$ cat src/rtl/digit_scan_ctrl_pkg.sv
// Shared types and constants for the digit scan controller.
// Includes the circular "next lit digit" search used by the DIGIT_SKIP_EN build.
package digit_scan_ctrl_pkg;

  localparam int NUM_DIG = 8;
  localparam int SEL_W   = 3;

  localparam logic [NUM_DIG-1:0] Y_OFF = 8'hFF;

  typedef enum logic [1:0] {
    IDLE   = 2'd0,
    ACTIVE = 2'd1,
    BLANK  = 2'd2
  } scan_state_t;

  // Walks offsets from far to near so the nearest enabled index above cur wins.
  // Offset NUM_DIG lands back on cur, so a lone enabled digit returns itself.
  // With no digit enabled, cur is returned unchanged.
  function automatic logic [SEL_W-1:0] next_lit(input logic [SEL_W-1:0]   cur,
                                                input logic [NUM_DIG-1:0] mask);
    logic [SEL_W-1:0] idx;
    next_lit = cur;
    for (int i = NUM_DIG; i >= 1; i--) begin
      idx = cur + SEL_W'(i);
      if (mask[idx]) next_lit = idx;
    end
  endfunction

endpackage

$ cat src/rtl/digit_scan_ctrl_dec3to8_n.sv
// Combinational 3-to-8 decoder with active-low one-hot output.
// When en is low, every output is high.
module dec3to8_n
  import digit_scan_ctrl_pkg::*;
(
  input  logic               en,
  input  logic [SEL_W-1:0]   idx,
  output logic [NUM_DIG-1:0] y_n
);

  always_comb begin
    y_n = en ? ~(NUM_DIG'(1) << idx) : Y_OFF;
  end

endmodule

$ cat src/rtl/digit_scan_ctrl.sv
// Time-multiplexed 8-digit scan controller that alternates a dwell period and a blanking gap.
// Build option DIGIT_SKIP_EN: digits whose mask bit is 0 are skipped instead of held dark.
module digit_scan_ctrl
  import digit_scan_ctrl_pkg::*;
#(
  parameter int DWELL_CYC = 1000,
  parameter int BLANK_CYC = 16,
  parameter int CNT_W     = 16
) (
  input  logic               clk,
  input  logic               rst_n,
  input  logic               en,
  input  logic [NUM_DIG-1:0] dig_mask,
  output logic [SEL_W-1:0]   sel,
  output logic [NUM_DIG-1:0] y,
  output logic               blank,
  output logic               frame
);

  localparam logic [CNT_W-1:0] DWELL_LD  = CNT_W'(DWELL_CYC - 1);
  localparam logic [CNT_W-1:0] BLANK_LD  = CNT_W'((BLANK_CYC > 0) ? BLANK_CYC - 1 : 0);
  localparam bit               HAS_BLANK = (BLANK_CYC > 0);

  scan_state_t      state;
  logic [CNT_W-1:0] cnt;
  logic [SEL_W-1:0] adv_sel;
  logic [SEL_W-1:0] start_sel;
  logic             adv_frame;
  logic             dig_en;

`ifdef DIGIT_SKIP_EN
  // A wrap is any advance that does not move upward; an all-zero mask freezes sel.
  always_comb begin
    adv_sel   = next_lit(sel, dig_mask);
    adv_frame = (dig_mask != '0) && (adv_sel <= sel);
    start_sel = (dig_mask == '0) ? '0 : next_lit(SEL_W'(NUM_DIG - 1), dig_mask);
  end
`else
  always_comb begin
    adv_sel   = sel + SEL_W'(1);
    adv_frame = (sel == SEL_W'(NUM_DIG - 1));
    start_sel = '0;
  end
`endif

  // Dropping en abandons the current slot; frame is held high only on the first cycle after a wrap.
  always_ff @(posedge clk or negedge rst_n) begin
    if (!rst_n) begin
      state <= IDLE;
      sel   <= '0;
      cnt   <= '0;
      frame <= 1'b0;
    end else if (!en) begin
      state <= IDLE;
      sel   <= '0;
      cnt   <= '0;
      frame <= 1'b0;
    end else begin
      frame <= 1'b0;
      case (state)
        IDLE: begin
          state <= ACTIVE;
          sel   <= start_sel;
          cnt   <= DWELL_LD;
        end
        ACTIVE: begin
          if (cnt != '0) begin
            cnt <= cnt - CNT_W'(1);
          end else if (HAS_BLANK) begin
            state <= BLANK;
            cnt   <= BLANK_LD;
          end else begin
            state <= ACTIVE;
            sel   <= adv_sel;
            cnt   <= DWELL_LD;
            frame <= adv_frame;
          end
        end
        BLANK: begin
          if (cnt != '0) begin
            cnt <= cnt - CNT_W'(1);
          end else begin
            state <= ACTIVE;
            sel   <= adv_sel;
            cnt   <= DWELL_LD;
            frame <= adv_frame;
          end
        end
        default: begin
          state <= IDLE;
          sel   <= '0;
          cnt   <= '0;
        end
      endcase
    end
  end

  assign dig_en = (state == ACTIVE) && dig_mask[sel];
  assign blank  = (state != ACTIVE);

  dec3to8_n u_dec (
    .en  (dig_en),
    .idx (sel),
    .y_n (y)
  );

endmodule

$ cat config.mk
export PLATFORM = sky130hd
export DESIGN_NAME = digit_scan_ctrl
export DESIGN_NICKNAME = d
export VERILOG_FILES = /design/src/rtl/digit_scan_ctrl_pkg.sv /design/src/rtl/digit_scan_ctrl_dec3to8_n.sv /design/src/rtl/digit_scan_ctrl.sv
export SDC_FILE = /design/constraint.sdc
export NUM_CORES = 1
export LEC_CHECK = 0
export ABC_AREA = 1
export BUFFER_PORTS_ARGS = -buffer_cell sky130_fd_sc_hd__buf_2
export CAP_MARGIN = 20
export CORE_MARGIN = 1.5
export CORE_UTILIZATION = 39
export DETAILED_ROUTE_END_ITERATION = 10
export GPL_ROUTABILITY_DRIVEN = 0
export PLACE_DENSITY = 0.56
export SETUP_SLACK_MARGIN = 0.02
export SLEW_MARGIN = 20
export SYNTH_ARGS = -nofsm -noshare
export SYNTH_HDL_FRONTEND = slang
export SYNTH_SLANG_ARGS = --single-unit
$ cat constraint.sdc
create_clock -name clk -period 4.5 [get_ports clk]
set_clock_uncertainty 0.1 [all_clocks]
set_input_delay 1.35 -clock clk [delete_from_list [all_inputs] [get_ports clk]]
set_output_delay 1.35 -clock clk [all_outputs]
set_load 0.01 [all_outputs]
==> metrics.md, run 1 <==
| Metric | Value |
|---|---|
| Nets | `241` |
| 1st-pass router iterations | `4` |
| Vias in the first global route | `1236` |
| Crit end category | `output pin` |
| Routed vias | `between 1000 and 1500` |
| Wirelength, routed | `3180 um` |
| Setup TNS | `0 ps` |
| Synth Area in Compound Gates | `9.88%` |
| Static leakage | `around 0.00086 uW` |
| Slew at the pin closest to its max-slew limit | `between 400 and 500 ps` |
| Synth Net Count | `214` |
| IO buf count | `23` |
| Antenna Nets Post-Route | `0` |
| Status | `complete, no violations` |
| Period utilization | `80.4%` |
| Avg Vias per Cell | `~5` |
| Xor and xnor area share after synthesis | `~4.6%` |
| WP data required | `3050 ps` |
| Warnings from Yosys | `0` |
| Layout area overhead | `14.0%` |
| Main combinational cell family by area after synthesis | `simple AND/OR/NAND/NOR gates` |
| Hold depth | `2` |
| Starting Density | `41.2%` |
| Area of the core | `3690 sq um` |
| Critical Path Fanout Max | `8` |
| Hold Crit Class | `reg2reg` |
| Antenna cells | `0` |
| Clk Latency, worst-skew pair | `260 ps` |
| Initial antenna violation count | `0` |
| Die Span X | `around 65 um` |
| Post-route minimum period | `between 3000 and 4000 ps` |
| Max cap viols | `0` |
| Adder-Cell Fraction of Synth Area | `6.58%` |
| Detailed-route DRC error count | `0` |
| DP HPWL | `around 2500 um` |
| Sequential standard cell area | `551 sq um` |
| CTS root buffer | `clkbuf_8` |
| #FFs+latches synth | `22` |
| CTS buffer count | `3` |
| Max Fclk | `roughly 280 MHz` |
| Mean Syn Cell Area | `between 7 and 8 sq um` |
| CTS sink count | `22` |
| Initial drt markers | `46` |
| Mux cell area share after synthesis | `0%` |
| Post-CTS setup buffer count | `0` |
| Unique cell type count in the Yosys netlist | `28` |
| GRT Total Usage | `16.9%` |
| Largest net degree at the start of global routing | `23` |
| H-tree Lvls | `1` |
| Setup violators final | `0` |
| Crit path DAT | `2170 ps` |
| Rel. slew slack | `67.0%` |
| Fillcell total | `between 300 and 400` |
| Pwr/cell area | `264 nW/um^2` |
| Hold WS | `about 500 ps` |
| Die area | `about 4300 sq um` |
| Placed insts | `265` |
| RSZ-0062 raised after global routing | `no` |
| WL per Instance | `11.8 um` |
| Synth Instances | `195` |
| Footprint of the multi-input gates | `876 sq um` |
| Share of cells above drive strength 1 | `25.9%` |
| Seq/Total Area, Yosys | `36.2%` |
| Post-CTS Resized | `0` |
| Hold buffers post-CTS | `0` |
| Peak supply drop | `115 uV` |
| Simple-gate portion of the synthesized area | `approximately 37%` |
| Total grt overflow | `0` |
| I/O pin total | `24` |
| Mapped Area | `approximately 1500 sq um` |
| First-pass GRT wire length | `5490 um` |
| Final hold vios | `0` |
| CTS max path bufs | `2` |
| Crit start category | `primary input` |
| Clock transition time at the flip-flop clock pins of the worst setup and hold paths | `70 ps` |
| Max-slew violations | `0` |
| # rows | `22` |
| R2R cell count | `10` |
| Final std cells w/o fill | `~270` |
| Vert. Die Dim | `65.4 um` |
| CTS tree | `done` |
| Critical path class | `in2out` |
[critical path, stage by stage]
cell,delay (ps)
buf_2,70
o21ai_0,70
o211ai_2,340
nand4_1,150
buf_2,180
[metal layers]
layer	track usage, %	share of wire (%)	vias up
li1	-	-	678
met1	22.1	48	627
met2	27.0	47	26
met3	2.74	3.1	7
met4	8.33	2.4	0
met5	0	0	-
[synthesized netlist by cell type (all sizes together)]
master | n | area share [%]
ha | 8 | 6.6
dfrtp | 22 | 36
nand2 | 43 | 13
nand3 | 9 | 3.0
o21bai | 1 | 0.49
inv | 24 | 5.9
o21ai | 7 | 3.0
nor2 | 46 | 16
a21boi | 1 | 0.49
o31ai | 1 | 0.49
o211ai | 1 | 0.82
nand4 | 10 | 4.1
a21oi | 9 | 3.7
and2 | 1 | 0.41
a31oi | 1 | 0.41
nor3 | 1 | 0.33
xnor2 | 2 | 1.2
xor2 | 6 | 3.5
clkbuf | 1 | 0.25
o22ai | 1 | 0.41
[placed cells by master, fill, tap and decap left out, types with 3 or more instances in the layout]
cell type / count
nand3_1: 9
inv_2: 7
o21ai_0: 4
dfrtp_1: 22
nand4_1: 10
clkbuf_8: 3
inv_1: 17
xor2_1: 6
nor2_2: 5
nor2_1: 33
nand2_1: 35
buf_2: 23
nor2_4: 8
nand2_2: 6
a21oi_1: 8
ha_1: 8
[sequential cells by signal, indices dropped and copies added (netlist names)]
register,count
state,2
sel,3
cnt,16
frame,1
[metrics by stage]
step / setup slack [ps] / area, sq um / total power (uW) / util [%]
6_report: 883 / 1730 / 458 / 47.0
3_3_place_gp: 967 / 1690 / 340 / 45.9
2_1_floorplan: 1160 / 1520 / 313 / -
4_1_cts: 911 / 1730 / 464 / 47.0
5_1_grt: 801 / 1730 / 493 / 47.0
3_5_place_dp: 914 / 1690 / 341 / 45.9
[path summary, 6_finish.rpt]
path,start,to,slack (ps)
max in group asynchronous,rst_n,state[1]$_DFFE_PN0P_,3020
worst min register to register,cnt[10]$_DFF_PN0_,cnt[10]$_DFF_PN0_,490
min in group asynchronous,rst_n,cnt[14]$_DFF_PN0_,940
worst max-delay path,dig_mask[6],y[1],880
worst min-delay path,cnt[10]$_DFF_PN0_,cnt[10]$_DFF_PN0_,490
worst max register to register,cnt[0]$_DFF_PN0_,cnt[14]$_DFF_PN0_,2870
[kinds of logic after synthesis]
logic type / Yosys count
AO/OA/AOI/OAI: 22
adder cells (fa/ha/maj): 8
AND/OR/NAND/NOR: 110
XOR/XNOR: 8
flip-flops: 22
buffers and inverters: 25
[final cells by class]
| class | instances | area share, % |
|---|---|---|
| Sequential cell | 22 | 31.8 |
| Multi-Input combinational cell | 148 | 50.5 |
| Timing Repair Buffer | 23 | 6.64 |
| Clock buffer | 3 | 2.38 |
| Inverter | 24 | 5.20 |
| Tap cell | 48 | 3.47 |
[power by group]
group | internal (uW) | total [uW] | switching (uW) | leakage, uW
Combinational | 40.8 | 113 | 72.5 | 0.000545
Clock | 59.8 | 121 | 61.7 | 0.0000216
Sequential | 209 | 223 | 13.8 | 0.000291
Total | 310 | 458 | 148 | 0.000858
Power figures use the tool's default switching activity.
==> run 2: changes to the inputs <==
--- a/config.mk
+++ b/config.mk
@@ -5,14 +5,14 @@
 export SDC_FILE = /design/constraint.sdc
 export NUM_CORES = 1
 export LEC_CHECK = 0
-export ABC_AREA = 1
+export ABC_AREA = 0
 export BUFFER_PORTS_ARGS = -buffer_cell sky130_fd_sc_hd__buf_2
 export CAP_MARGIN = 20
 export CORE_MARGIN = 1.5
 export CORE_UTILIZATION = 39
 export DETAILED_ROUTE_END_ITERATION = 10
 export GPL_ROUTABILITY_DRIVEN = 0
-export PLACE_DENSITY = 0.56
+export PLACE_DENSITY = 0.58
 export SETUP_SLACK_MARGIN = 0.02
 export SLEW_MARGIN = 20
 export SYNTH_ARGS = -nofsm -noshare
==> constraint.sdc (replaced) <==
create_clock -name clk -period 3.1 [get_ports clk]
set_clock_uncertainty 0.1 [all_clocks]
set_input_delay 0.93 -clock clk [delete_from_list [all_inputs] [get_ports clk]]
set_output_delay 0.93 -clock clk [all_outputs]
set_load 0.01 [all_outputs]
==> run 2 against run 1 <==
  * Utilization increased by 1.2 points
  * Sequential cell count is the same
  * Non-clock buffer count unchanged
  * Sequential power increased by 48%
  * Synthesized area down 4.5%
  * Total power up 49%
  * Critical path depth did not move
  * First-iteration DRC count rose by 63%
  * Register-to-register slack lost 2000 ps
  * Critical endpoint is now y[0]
==> metrics.md, run 2 <==
| Metric | Value |
|---|---|
| Share of cells above drive strength 1 | `18.6%` |
| IO buf count | `23` |
| Setup violators final | `0` |
| H-tree Lvls | `1` |
| Pwr/cell area | `just over 400 nW/um^2` |
| First-pass GRT wire length | `5810 um` |
| Avg Vias per Cell | `5.60` |
| Max Fclk | `between 300 and 400 MHz` |
| Slew at the pin closest to its max-slew limit | `700 ps` |
| Area after DPL | `approximately 1600 sq um` |
| Worst R2R Setup Slack | `850 ps` |
| Hold WS | `473 ps` |
| Static leakage | `0.000698 uW` |
| Routed vias | `1282` |
| Top post-synthesis cells by count | `dfrtp_1 (22), nand2_1 (21), nor2_1 (13)` |
| Period utilization | `between 90 and 100%` |
| Hold depth | `2` |
| Met3 WL post-DR | `about 56 um` |
| Clk Latency, worst-skew pair | `~270 ps` |
| Min-delay src | `cnt[12]$_DFF_PN0_` |
| Critical path class | `in2out` |
| Peak supply drop | `167 uV` |
| CTS sink count | `22` |
| Synth top area share | `a little under two fifths` |
| Area contributors post-synth | `dfrtp_1 (38%), ha_1 (6.9%), nand2_1 (5.4%), nor2_1 (3.4%), mux4_2 (3.1%)` |
| Warnings from Yosys | `0` |
| WL per Instance | `14.9 um` |
| Async SR Flop Fraction | `100%` |
| Hold Crit Class | `reg2reg` |
| Worst r2r src | `cnt[10]$_DFF_PN0_` |
| Seq/Total Area, Yosys | `37.9%` |
| Final hold vios | `0` |
| Largest regs | `cnt (16), sel (3), state (2)` |
| DP HPWL | `approximately 2600 um` |
| Vert. Die Dim | `64.0 um` |
| 1st-pass router iterations | `7` |
| Mapped Area | `1450 sq um` |
| Met2 routed WL | `1540 um` |
| Worst flop-to-flop path endpoint | `sel[2]$_DFFE_PN0P_` |
| Post-CTS setup buffer count | `0` |
| GRT Total Usage | `18.2%` |
| Most used DFF post-synth | `dfrtp_1` |
| Post-route minimum period | `2960 ps` |
| Critical Path Fanout Max | `3` |
| EDFF count, synth | `0` |
| Largest net degree at the start of global routing | `23` |
| CTS tree | `done` |
| Setup TNS | `0 ps` |
| # rows | `21` |
| Layout area overhead | `14.3%` |
| Vias in the first global route | `about 1200` |
| RSZ-0062 raised after global routing | `no` |
| Total grt overflow | `0` |
| Yosys top cell by area | `dfrtp_1` |
| Sink of the worst hold path | `cnt[12]$_DFF_PN0_` |
| CTS buffer count | `3` |
| Synth Instances | `161` |
| Max cap viols | `0` |
| Detailed-route DRC error count | `0` |
| R2R cell count | `4` |
| Count leader, synth | `dfrtp_1` |
| Nets | `between 200 and 250` |
| CTS max path bufs | `2` |
| Post-CTS Resized | `0` |
| Hold buffers post-CTS | `0` |
| Crit path DAT | `1930 ps` |
| Max-slew violations | `0` |
| Wirelength, routed | `3410 um` |
| Clock transition time at the flip-flop clock pins of the worst setup and hold paths | `80 ps` |
| #FFs+latches synth | `22` |
| Unique cell type count in the Yosys netlist | `43` |
| Final Cell Area | `approximately 1700 sq um` |
| Top reg by flops | `cnt` |
| Initial antenna violation count | `0` |
| Max reg flops | `16` |
| Rel. slew slack | `52.9%` |
| CTS root buffer | `clkbuf_8` |
| Most frequent cells in the layout | `buf_2 (23), dfrtp_1 (22), nand2_1 (21)` |
| Starting Density | `42.2%` |
| Met1 wire length | `between 1500 and 2000 um` |
| Mean Syn Cell Area | `9.01 sq um` |
| WP data required | `2070 ps` |
| Status | `complete, no violations` |
| Crit end category | `output pin` |
| Area of the core | `3440 sq um` |
| Synth Net Count | `180` |
| Uppermost layer routed | `met4` |
| Die Span X | `about 64 um` |
| Antenna cells | `0` |
| Initial drt markers | `75` |
| Die area | `4100 sq um` |
| I/O pin total | `24` |
| Crit start category | `primary input` |
| Most common cell after layout, fill and taps aside | `buf_2` |
| Antenna Nets Post-Route | `0` |
run 2: cell types whose count changed after synthesis, sizes merged, moves of 6 or more:
cell / change
nand2: -22
nor3: +6
nand3: -6
inv: -17
nor2: -33
run 2: cell type report:
class | count | area, sq um
Clock buffer | 4 | 55.1
Fill cell | 340 | 1780
Tap cell | 46 | 57.6
Inverter | 7 | 26.3
Multi-Input combinational cell | 127 | 855
Sequential cell | 22 | 551
Timing Repair Buffer | 23 | 115
run 2: through the flow:
stage / std cells / util, % / total power, uW / setup slack [ps]
finish: 229 / 48.2 / 682 / 145
global route: 229 / 48.2 / 723 / 89.5
CTS: 229 / 48.2 / 687 / 158
detailed placement: 225 / 46.6 / 474 / 161
global placement: 225 / 46.6 / 471 / 181
floorplan: 161 / - / 433 / 373
run 2: cells by family (layout without fill, tap and decap cells):
| group | count (synthesis) | in the layout | synth area share, % |
|---|---|---|---|
| AND/OR/NAND/NOR | 72 | 72 | 26.2 |
| AO/OA/AOI/OAI | 37 | 37 | 17.7 |
| flip-flops | 22 | 22 | 37.9 |
| buffers and inverters | 12 | 34 | 3.19 |
| adder cells (fa/ha/maj) | 9 | 9 | 7.59 |
| XOR/XNOR | 6 | 6 | 3.62 |
| multiplexers | 3 | 3 | 3.79 |
run 2: metal layers:
metal | global-route usage (%) | up-vias
li1 | - | 634
met1 | 26.1 | 630
met2 | 27.9 | 13
met3 | 2.11 | 5
met4 | 7.34 | 0
met5 | 0 | -
run 2: report_power, final:
part / internal (uW) / total, uW / leakage (uW) / switching (uW)
combinational: 57.5 / 140 / 0.000380 / 82.8
sequential: 304 / 330 / 0.000289 / 26.0
clock: 114 / 211 / 0.0000288 / 97.8
total: 475 / 682 / 0.000698 / 207
run 2: worst max path at each step:
stage | startpoint | to | slack [ps] | depth (start not counted)
final | dig_mask[3] | y[0] | 140 | 5
after global routing | state[0]$_DFFE_PN0P_ | y[7] | 90 | 5
after floorplan | dig_mask[3] | y[0] | 370 | 3
after CTS | dig_mask[3] | y[0] | 160 | 5
after global placement | dig_mask[3] | y[0] | 180 | 5
after detailed placement | dig_mask[3] | y[0] | 160 | 5
run 2: critical path: stages:
cell     delay [ps]
buf_2            90
mux4_2          470
and3_1          230
nand2_1          70
buf_2           130
